$ cat src/rtl/spi_regfile_pkg.sv
// Shared types and constants for the SPI register-file controller.
// Latency: n/a (declarations only).
// Backpressure: n/a.
package spi_regfile_pkg;

  // Frame state: waiting for first sclk edge, shifting command byte, data bytes
  typedef enum logic [1:0] {
    IDLE = 2'd0,
    CMD  = 2'd1,
    DATA = 2'd2
  } state_t;

  // Value returned when reading address 0
  localparam logic [7:0] CHIP_ID        = 8'hC5;
  // select_reg value whenever the pointer is not in the analog range
  localparam logic [2:0] DEFAULT_SELECT = 3'b111;

endpackage

$ cat src/rtl/spi_regfile_ctrl_edge_sync.sv
// Synchronises sclk/serial_in into iclk and flags sclk rising/falling edges.
// Latency: edge pulse is valid SYNC_STAGES iclk after the pin changes (consumed on the next edge).
// Backpressure: none; edges are reported unconditionally.
//
// Ports:
//   iclk, rstn        : core clock, synchronous active-low reset
//   sclk, serial_in   : asynchronous SPI pins
//   sclk_rise/fall    : one-iclk edge pulses of synchronised sclk
//   sdi               : serial_in synchronised through the same depth as sclk
module spi_edge_sync
  import spi_regfile_pkg::*;
#(
  parameter int SYNC_STAGES = 2
) (
  input  logic iclk,
  input  logic rstn,
  input  logic sclk,
  input  logic serial_in,
  output logic sclk_rise,
  output logic sclk_fall,
  output logic sdi
);

  logic [SYNC_STAGES-1:0] sclk_sync;
  logic [SYNC_STAGES-1:0] sdi_sync;
  logic                   sclk_d;

  always_ff @(posedge iclk) begin
    if (!rstn) begin
      sclk_sync <= '0;
      sdi_sync  <= '0;
      sclk_d    <= 1'b0;
    end else begin
      sclk_sync[0] <= sclk;
      sdi_sync[0]  <= serial_in;
      for (int i = 1; i < SYNC_STAGES; i++) begin
        sclk_sync[i] <= sclk_sync[i-1];
        sdi_sync[i]  <= sdi_sync[i-1];
      end
      sclk_d <= sclk_sync[SYNC_STAGES-1];
    end
  end

  // Data goes through the same depth as sclk so the sampled bit lines up with its edge
  assign sclk_rise = sclk_sync[SYNC_STAGES-1] & ~sclk_d;
  assign sclk_fall = ~sclk_sync[SYNC_STAGES-1] & sclk_d;
  assign sdi       = sdi_sync[SYNC_STAGES-1];

endmodule

$ cat src/rtl/spi_regfile_ctrl.sv
// SPI register-file controller: oversampled SPI slave with burst write/read and pointer auto-increment.
// Latency: byte written to wreg_q / byte_valid one iclk after the 8th bit is captured (SYNC_STAGES+2 after pin).
// Backpressure: none; master must respect sclk half-period >= SYNC_STAGES+2 iclk.
//
// Ports:
//   iclk, rstn        : core clock, synchronous active-low reset
//   sclk, serial_in   : SPI clock and PICO (asynchronous)
//   serial_out        : POCI readback, MSB first
//   wreg_q            : control registers, address k+1 at bits [8k+7:8k]
//   load_cnt_ser      : one-hot analog register select for the current pointer
//   select_reg        : byte index inside the selected analog register
//   byte_data         : last analog data byte written
//   byte_valid        : one-iclk pulse when byte_data is ready for the analog load
module spi_regfile_ctrl
  import spi_regfile_pkg::*;
#(
  parameter int NUM_WREGS        = 3,
  parameter int NUM_ANALOG       = 8,
  parameter int BYTES_PER_ANALOG = 7,
  parameter int IDLE_TIMEOUT     = 16,
  parameter int SYNC_STAGES      = 2
) (
  input  logic                   iclk,
  input  logic                   rstn,
  input  logic                   sclk,
  input  logic                   serial_in,
  output logic                   serial_out,
  output logic [NUM_WREGS*8-1:0] wreg_q,
  output logic [NUM_ANALOG-1:0]  load_cnt_ser,
  output logic [2:0]             select_reg,
  output logic [7:0]             byte_data,
  output logic                   byte_valid
);

  localparam int LAST_ADDR = NUM_WREGS + NUM_ANALOG * BYTES_PER_ANALOG;
  localparam int TW        = $clog2(IDLE_TIMEOUT + 1);

  if (LAST_ADDR + 1 > 128 || BYTES_PER_ANALOG > 7 || IDLE_TIMEOUT < 4) begin : g_param_check
    $error("spi_regfile_ctrl: parameter set out of range");
  end

  state_t                state, state_nxt;
  logic                  sclk_rise, sclk_fall, sdi;
  logic [2:0]            bit_cnt;
  logic [7:0]            shift_q;
  logic                  byte_done;
  logic [6:0]            ptr;
  logic                  ptr_inc;
  logic                  rd_frame;
  logic [7:0]            rd_shift;
  logic [TW-1:0]         idle_cnt;
  logic                  timeout;
  logic                  an_hit;
  logic [NUM_ANALOG-1:0] an_load;
  logic [2:0]            an_sel;
  int                    ptr_i;
  int                    off;

  spi_edge_sync #(
    .SYNC_STAGES(SYNC_STAGES)
  ) u_edge_sync (
    .iclk      (iclk),
    .rstn      (rstn),
    .sclk      (sclk),
    .serial_in (serial_in),
    .sclk_rise (sclk_rise),
    .sclk_fall (sclk_fall),
    .sdi       (sdi)
  );

  // A detected edge in the same cycle suppresses the timeout, so the frame continues
  assign timeout = (state != IDLE) && !(sclk_rise || sclk_fall) &&
                   (idle_cnt >= TW'(IDLE_TIMEOUT - 1));

  // Readback value for an address: chip id at 0, wregs, zero everywhere else
  function automatic logic [7:0] read_byte(input logic [6:0] a);
    logic [7:0] v;
    v = 8'h00;
    if (a == 7'd0) v = CHIP_ID;
    for (int k = 0; k < NUM_WREGS; k++) begin
      if (a == 7'(k + 1)) v = wreg_q[8*k +: 8];
    end
    return v;
  endfunction

  // Analog decode of the current pointer
  always_comb begin
    an_hit  = 1'b0;
    an_load = '0;
    an_sel  = DEFAULT_SELECT;
    off     = 0;
    ptr_i   = int'(ptr);
    if (ptr_i > NUM_WREGS && ptr_i <= LAST_ADDR) begin
      off     = ptr_i - (NUM_WREGS + 1);
      an_hit  = 1'b1;
      an_load = NUM_ANALOG'(1) << (off / BYTES_PER_ANALOG);
      an_sel  = 3'(off % BYTES_PER_ANALOG);
    end
  end

  always_ff @(posedge iclk) begin
    if (!rstn) state <= IDLE;
    else       state <= state_nxt;
  end

  always_comb begin
    state_nxt = state;
    case (state)
      IDLE:    if (sclk_rise) state_nxt = CMD;
      CMD:     if (timeout) state_nxt = IDLE;
               else if (byte_done) state_nxt = DATA;
      DATA:    if (timeout) state_nxt = IDLE;
      default: state_nxt = IDLE;
    endcase
  end

  always_ff @(posedge iclk) begin
    if (!rstn) begin
      bit_cnt      <= '0;
      shift_q      <= '0;
      byte_done    <= 1'b0;
      ptr          <= '0;
      ptr_inc      <= 1'b0;
      rd_frame     <= 1'b0;
      rd_shift     <= '0;
      idle_cnt     <= '0;
      serial_out   <= 1'b0;
      wreg_q       <= '0;
      load_cnt_ser <= '0;
      select_reg   <= DEFAULT_SELECT;
      byte_data    <= '0;
      byte_valid   <= 1'b0;
    end else begin
      byte_valid <= 1'b0;
      ptr_inc    <= 1'b0;
      byte_done  <= sclk_rise && (bit_cnt == 3'd7);

      if (sclk_rise || sclk_fall)          idle_cnt <= '0;
      else if (idle_cnt != TW'(IDLE_TIMEOUT)) idle_cnt <= idle_cnt + 1'b1;

      if (sclk_rise) begin
        shift_q <= {shift_q[6:0], sdi};
        bit_cnt <= bit_cnt + 3'd1;
      end

      if (sclk_fall) begin
        serial_out <= rd_shift[7];
        rd_shift   <= {rd_shift[6:0], 1'b0};
      end

      // Command byte complete: shift_q holds R/W and start address
      if (byte_done && state == CMD) begin
        ptr      <= shift_q[6:0];
        rd_frame <= shift_q[7];
        rd_shift <= shift_q[7] ? read_byte(shift_q[6:0]) : 8'h00;
      end

      if (byte_done && state == DATA) begin
        ptr_inc <= 1'b1;
        if (!rd_frame) begin
          for (int k = 0; k < NUM_WREGS; k++) begin
            if (ptr == 7'(k + 1)) wreg_q[8*k +: 8] <= shift_q;
          end
          if (an_hit) begin
            byte_data  <= shift_q;
            byte_valid <= 1'b1;
          end
        end
      end

      // Pointer advances one cycle after the byte so the analog select stays stable over byte_valid
      if (ptr_inc) begin
        ptr <= ptr + 7'd1;
        if (rd_frame) rd_shift <= read_byte(ptr + 7'd1);
      end

      load_cnt_ser <= (state == DATA) ? an_load : '0;
      select_reg   <= (state == DATA) ? an_sel  : DEFAULT_SELECT;

      if (timeout) begin
        bit_cnt      <= '0;
        shift_q      <= '0;
        byte_done    <= 1'b0;
        ptr_inc      <= 1'b0;
        rd_frame     <= 1'b0;
        rd_shift     <= '0;
        serial_out   <= 1'b0;
        load_cnt_ser <= '0;
        select_reg   <= DEFAULT_SELECT;
      end
    end
  end

endmodule
$ cat config.mk
export PLATFORM = sky130hd
export DESIGN_NAME = spi_regfile_ctrl
export DESIGN_NICKNAME = d
export VERILOG_FILES = /design/src/rtl/spi_regfile_pkg.sv /design/src/rtl/spi_regfile_ctrl_edge_sync.sv /design/src/rtl/spi_regfile_ctrl.sv
export SDC_FILE = /design/constraint.sdc
export NUM_CORES = 1
export LEC_CHECK = 0
export CAP_MARGIN = 15
export CORE_ASPECT_RATIO = 1.2
export CORE_MARGIN = 4
export CORE_UTILIZATION = 50
export DETAILED_ROUTE_END_ITERATION = 12
export PLACE_DENSITY_LB_ADDON = 0.08
export SYNTH_ARGS = -nofsm -noshare
export SYNTH_HDL_FRONTEND = slang
export SYNTH_SLANG_ARGS = --single-unit
$ cat constraint.sdc
create_clock -name iclk -period 9.8 [get_ports iclk]
set_input_delay 0.98 -clock iclk [delete_from_list [all_inputs] [get_ports iclk]]
set_output_delay 0.98 -clock iclk [all_outputs]
set_load 0.01 [all_outputs]
==> impl_metrics.json <==
{
  "synthArstFlopShare_pct": 0,
  "finish.utilization_pct": 60.0,
  "p_per_area_nw_per_um2": 121,
  "synthesis.area_sq_um": 4930,
  "startpoint_type": "flip-flop",
  "drt_wl_total_um": 13700,
  "critPathSlowestCell": "dfxtp_1",
  "rows": 39,
  "numCtsBuffers": 9,
  "rsz0062_at_grt": "no",
  "switching_share_pct": 22.3,
  "synthDistinctLibCells": 64,
  "p_clk_share_pct": 46.8,
  "drv_slew": 0,
  "grt_pass1_wl_um": 22000,
  "clockBufferDepth": 2,
  "pwr-share-comb_pct": 2.2,
  "cts_setup_buffers": 0,
  "ios": 49,
  "vias": 4637,
  "crit_required_ns": 10.05,
  "ys_dominant_reg_cell": "dfxtp_1",
  "power.switching_w": 0.000155,
  "slowest_delay_ns": 0.65,
  "period_needed_ns": 6.52,
  "tightest_slew_ns": 0.844,
  "p_total_w": 0.000694,
  "dpl.hpwl_um": 9940,
  "cpMostUsedCell": "ha_1",
  "min_period_over_period_pct": 66.5,
  "synth_edf_count": 0,
  "finalHoldViolCount": 0,
  "drc_errors": 0,
  "start_util_pct": 51.6,
  "path_class": "flip-flop to flip-flop",
  "min_path_type": "flip-flop to flip-flop",
  "synth-seq-cells": 86,
  "max-cap-violations": 0,
  "grt_antenna_before_repair": 0,
  "port_buffers": 48,
  "relSlewSlack_pct": 43.8,
  "synth_nets": 646,
  "areaGrowthSynthToFinish_pct": 16.3,
  "fp.dieH_um": 117,
  "gp_congestion": 0.909,
  "grt_usage_pct": 24.0,
  "fmax_mhz": 153,
  "via_per_inst": 5.98,
  "syn-mean-instance-area_sq_um": 7.95,
  "path_clk_slew_ns": 0.06,
  "p_seq_share_pct": 51.0,
  "firstDrtPassIters": 5,
  "p_leak_nw": 2.33,
  "crit_path_end_kind": "flip-flop",
  "drt_iter0_drc": 198,
  "clock-sinks": 86,
  "htreeDepth": 3,
  "final_layout_size_suffix_gt1_share_pct": 5.06,
  "diodes": 0,
  "grt_max_degree": 25,
  "tritoncts": "built",
  "core-area_sq_um": 9560,
  "largest-register": "wreg_q",
  "grt_pass1_vias": 4392,
  "irDropWorstVdd_uv": 106,
  "design_area_sq_um": 5740,
  "critPathArrivalTime_ns": 6.76,
  "p_int_w": 0.000539,
  "syn-instance-count": 621,
  "nNetsFinal": 672,
  "status": "complete, no violations",
  "crit_chain": "inv_1, ha_1, a21o_1, a222oi_1, nand2_1, nor3_1, o21ai_0, ha_1, a21oi_1, o32ai_1, nor2_1, xnor2_1, ha_1, and2_1, and3_1, or3_4, inv_1, ha_1, nand4_1, a21oi_1, o221ai_1, nor4_1",
  "fin_skew_ns": 0.00866,
  "cts_resized": 0,
  "dieArea_sq_um": 11500,
  "worst-path-max-fanout": 18,
  "cts_root_buf": "clkbuf_16",
  "yosysWarnings": 0,
  "fp.dieW_um": 98.7,
  "placed_cell_area_sq_um": 5450,
  "setup-tns-final_ns": 0,
  "holdBufCountCts": 0,
  "route.antenna.remaining_nets": 0,
  "yosysSeqAreaShare_pct": 34.9,
  "final-setup-viol-count": 0,
  "grt_overflow": 0,
  "largest_reg_flops": 24,
  "clock_latency_ns": 0.34,
  "wl_per_cell_um": 17.6
}
-- power groups by stage --
stage,Clock (W),Combinational [W],Sequential [W]
2_1_floorplan,0,0.0000111,0.000361
3_3_place_gp,0,0.0000151,0.000362
3_5_place_dp,0,0.0000155,0.000362
4_1_cts,0.000331,0.0000156,0.000354
5_1_grt,0.000343,0.0000170,0.000354
6_report,0.000324,0.0000155,0.000354
-- path summary, 6_finish.rpt --
path	from	slack, ns	to	cells after the start
worst max-delay path	ptr[2]	3.28	load_cnt_ser[7]	22
worst min-delay path	u_edge_sync.sdi_sync[0]	0.44	u_edge_sync.sdi_sync[1]	1
worst max register to register	ptr[2]	3.28	load_cnt_ser[7]	22
worst min register to register	u_edge_sync.sdi_sync[0]	0.44	u_edge_sync.sdi_sync[1]	1
-- cells in the mapped netlist (3+ instances only) --
cell | count | area [sq um]
nand2b_1 | 5 | 31.3
nand3_1 | 18 | 90.1
nor4_1 | 9 | 56.3
buf_1 | 5 | 18.8
dfxtp_1 | 86 | 1720
a22oi_1 | 3 | 22.5
xor2_1 | 3 | 26.3
nor2_1 | 102 | 383
xnor2_1 | 9 | 78.8
or2_2 | 5 | 31.3
a31oi_1 | 4 | 25.0
o21ai_0 | 30 | 150
o31ai_1 | 6 | 45.0
a21oi_1 | 54 | 270
nor3_1 | 17 | 85.1
nand2_1 | 56 | 210
o22ai_1 | 4 | 25.0
nor2b_1 | 6 | 37.5
a211oi_1 | 3 | 22.5
nor3b_1 | 4 | 30.0
o211ai_1 | 5 | 37.5
ha_1 | 21 | 263
mux2i_1 | 57 | 571
clkbuf_1 | 24 | 90.1
a21boi_0 | 3 | 22.5
inv_1 | 18 | 67.6
nand4_1 | 4 | 25.0
and2_1 | 7 | 43.8
buf_2 | 8 | 40.0
-- layer usage --
metal  vias up  GRT usage, %  routed length, um
met2       150          43.8               7070
met4         0          12.1                549
li1       2253             -                  -
met3        37          4.21                553
met1      2197          27.1               5490
met5         -             0                  0
-- layout by cell type (no fill, tap or decap), types with 3 or more instances in the layout --
cell,instances
nor2_1,102
dfxtp_1,86
mux2i_1,57
nand2_1,56
a21oi_1,54
clkdlybuf4s50_1,48
o21ai_0,30
ha_1,21
inv_1,18
nand3_1,18
nor3_1,17
nor4_1,9
xnor2_1,9
clkbuf_16,9
and2_1,7
nor2b_1,6
o31ai_1,6
nand2b_1,5
or2_2,5
o211ai_1,5
nor3b_1,4
a31oi_1,4
o22ai_1,4
nand4_1,4
buf_4,4
a21boi_0,3
a211oi_1,3
a22oi_1,3
xor2_1,3
-- area by class of cell --
cell class	instances	area [sq um]
inverters	19	71.3
fillers	900	3830
clock buffers	11	243
well taps	123	154
clock inverters	5	43.8
repair buffers	52	510
multi-input cells	479	2990
flip-flops and latches	86	1720
-- cell families (layout without fill, tap and decap cells) --
family	count (synthesis)	count (layout)	share of synthesized area, %
simple gates	248	248	23.4
flops	86	86	34.9
fa+ha+maj	21	21	5.32
xor+xnor	12	12	2.13
buf+inv	56	87	4.46
mux	60	60	12.5
compound gates	138	138	17.3
-- through the flow --
step                      setup WS, ns  hold slack [ns]  cells
after floorplan                   4.43            0.412    621
final                             3.28            0.439    775
after global placement            3.60            0.413    759
after global routing              2.66            0.456    775
after detailed placement          3.38            0.431    759
after CTS                         3.38            0.446    775
-- critical path, delay by kind of cell, from the launching register on --
kind	cells	cell delay, ns
AO/OA/AOI/OAI	7	1.83
flip-flops	1	0.65
AND/OR/NAND/NOR	8	2.25
adder cells (fa/ha/maj)	4	1.20
XOR/XNOR	1	0.18
buffers and inverters	2	0.32
No activity file was read; power rests on OpenSTA's default activity.
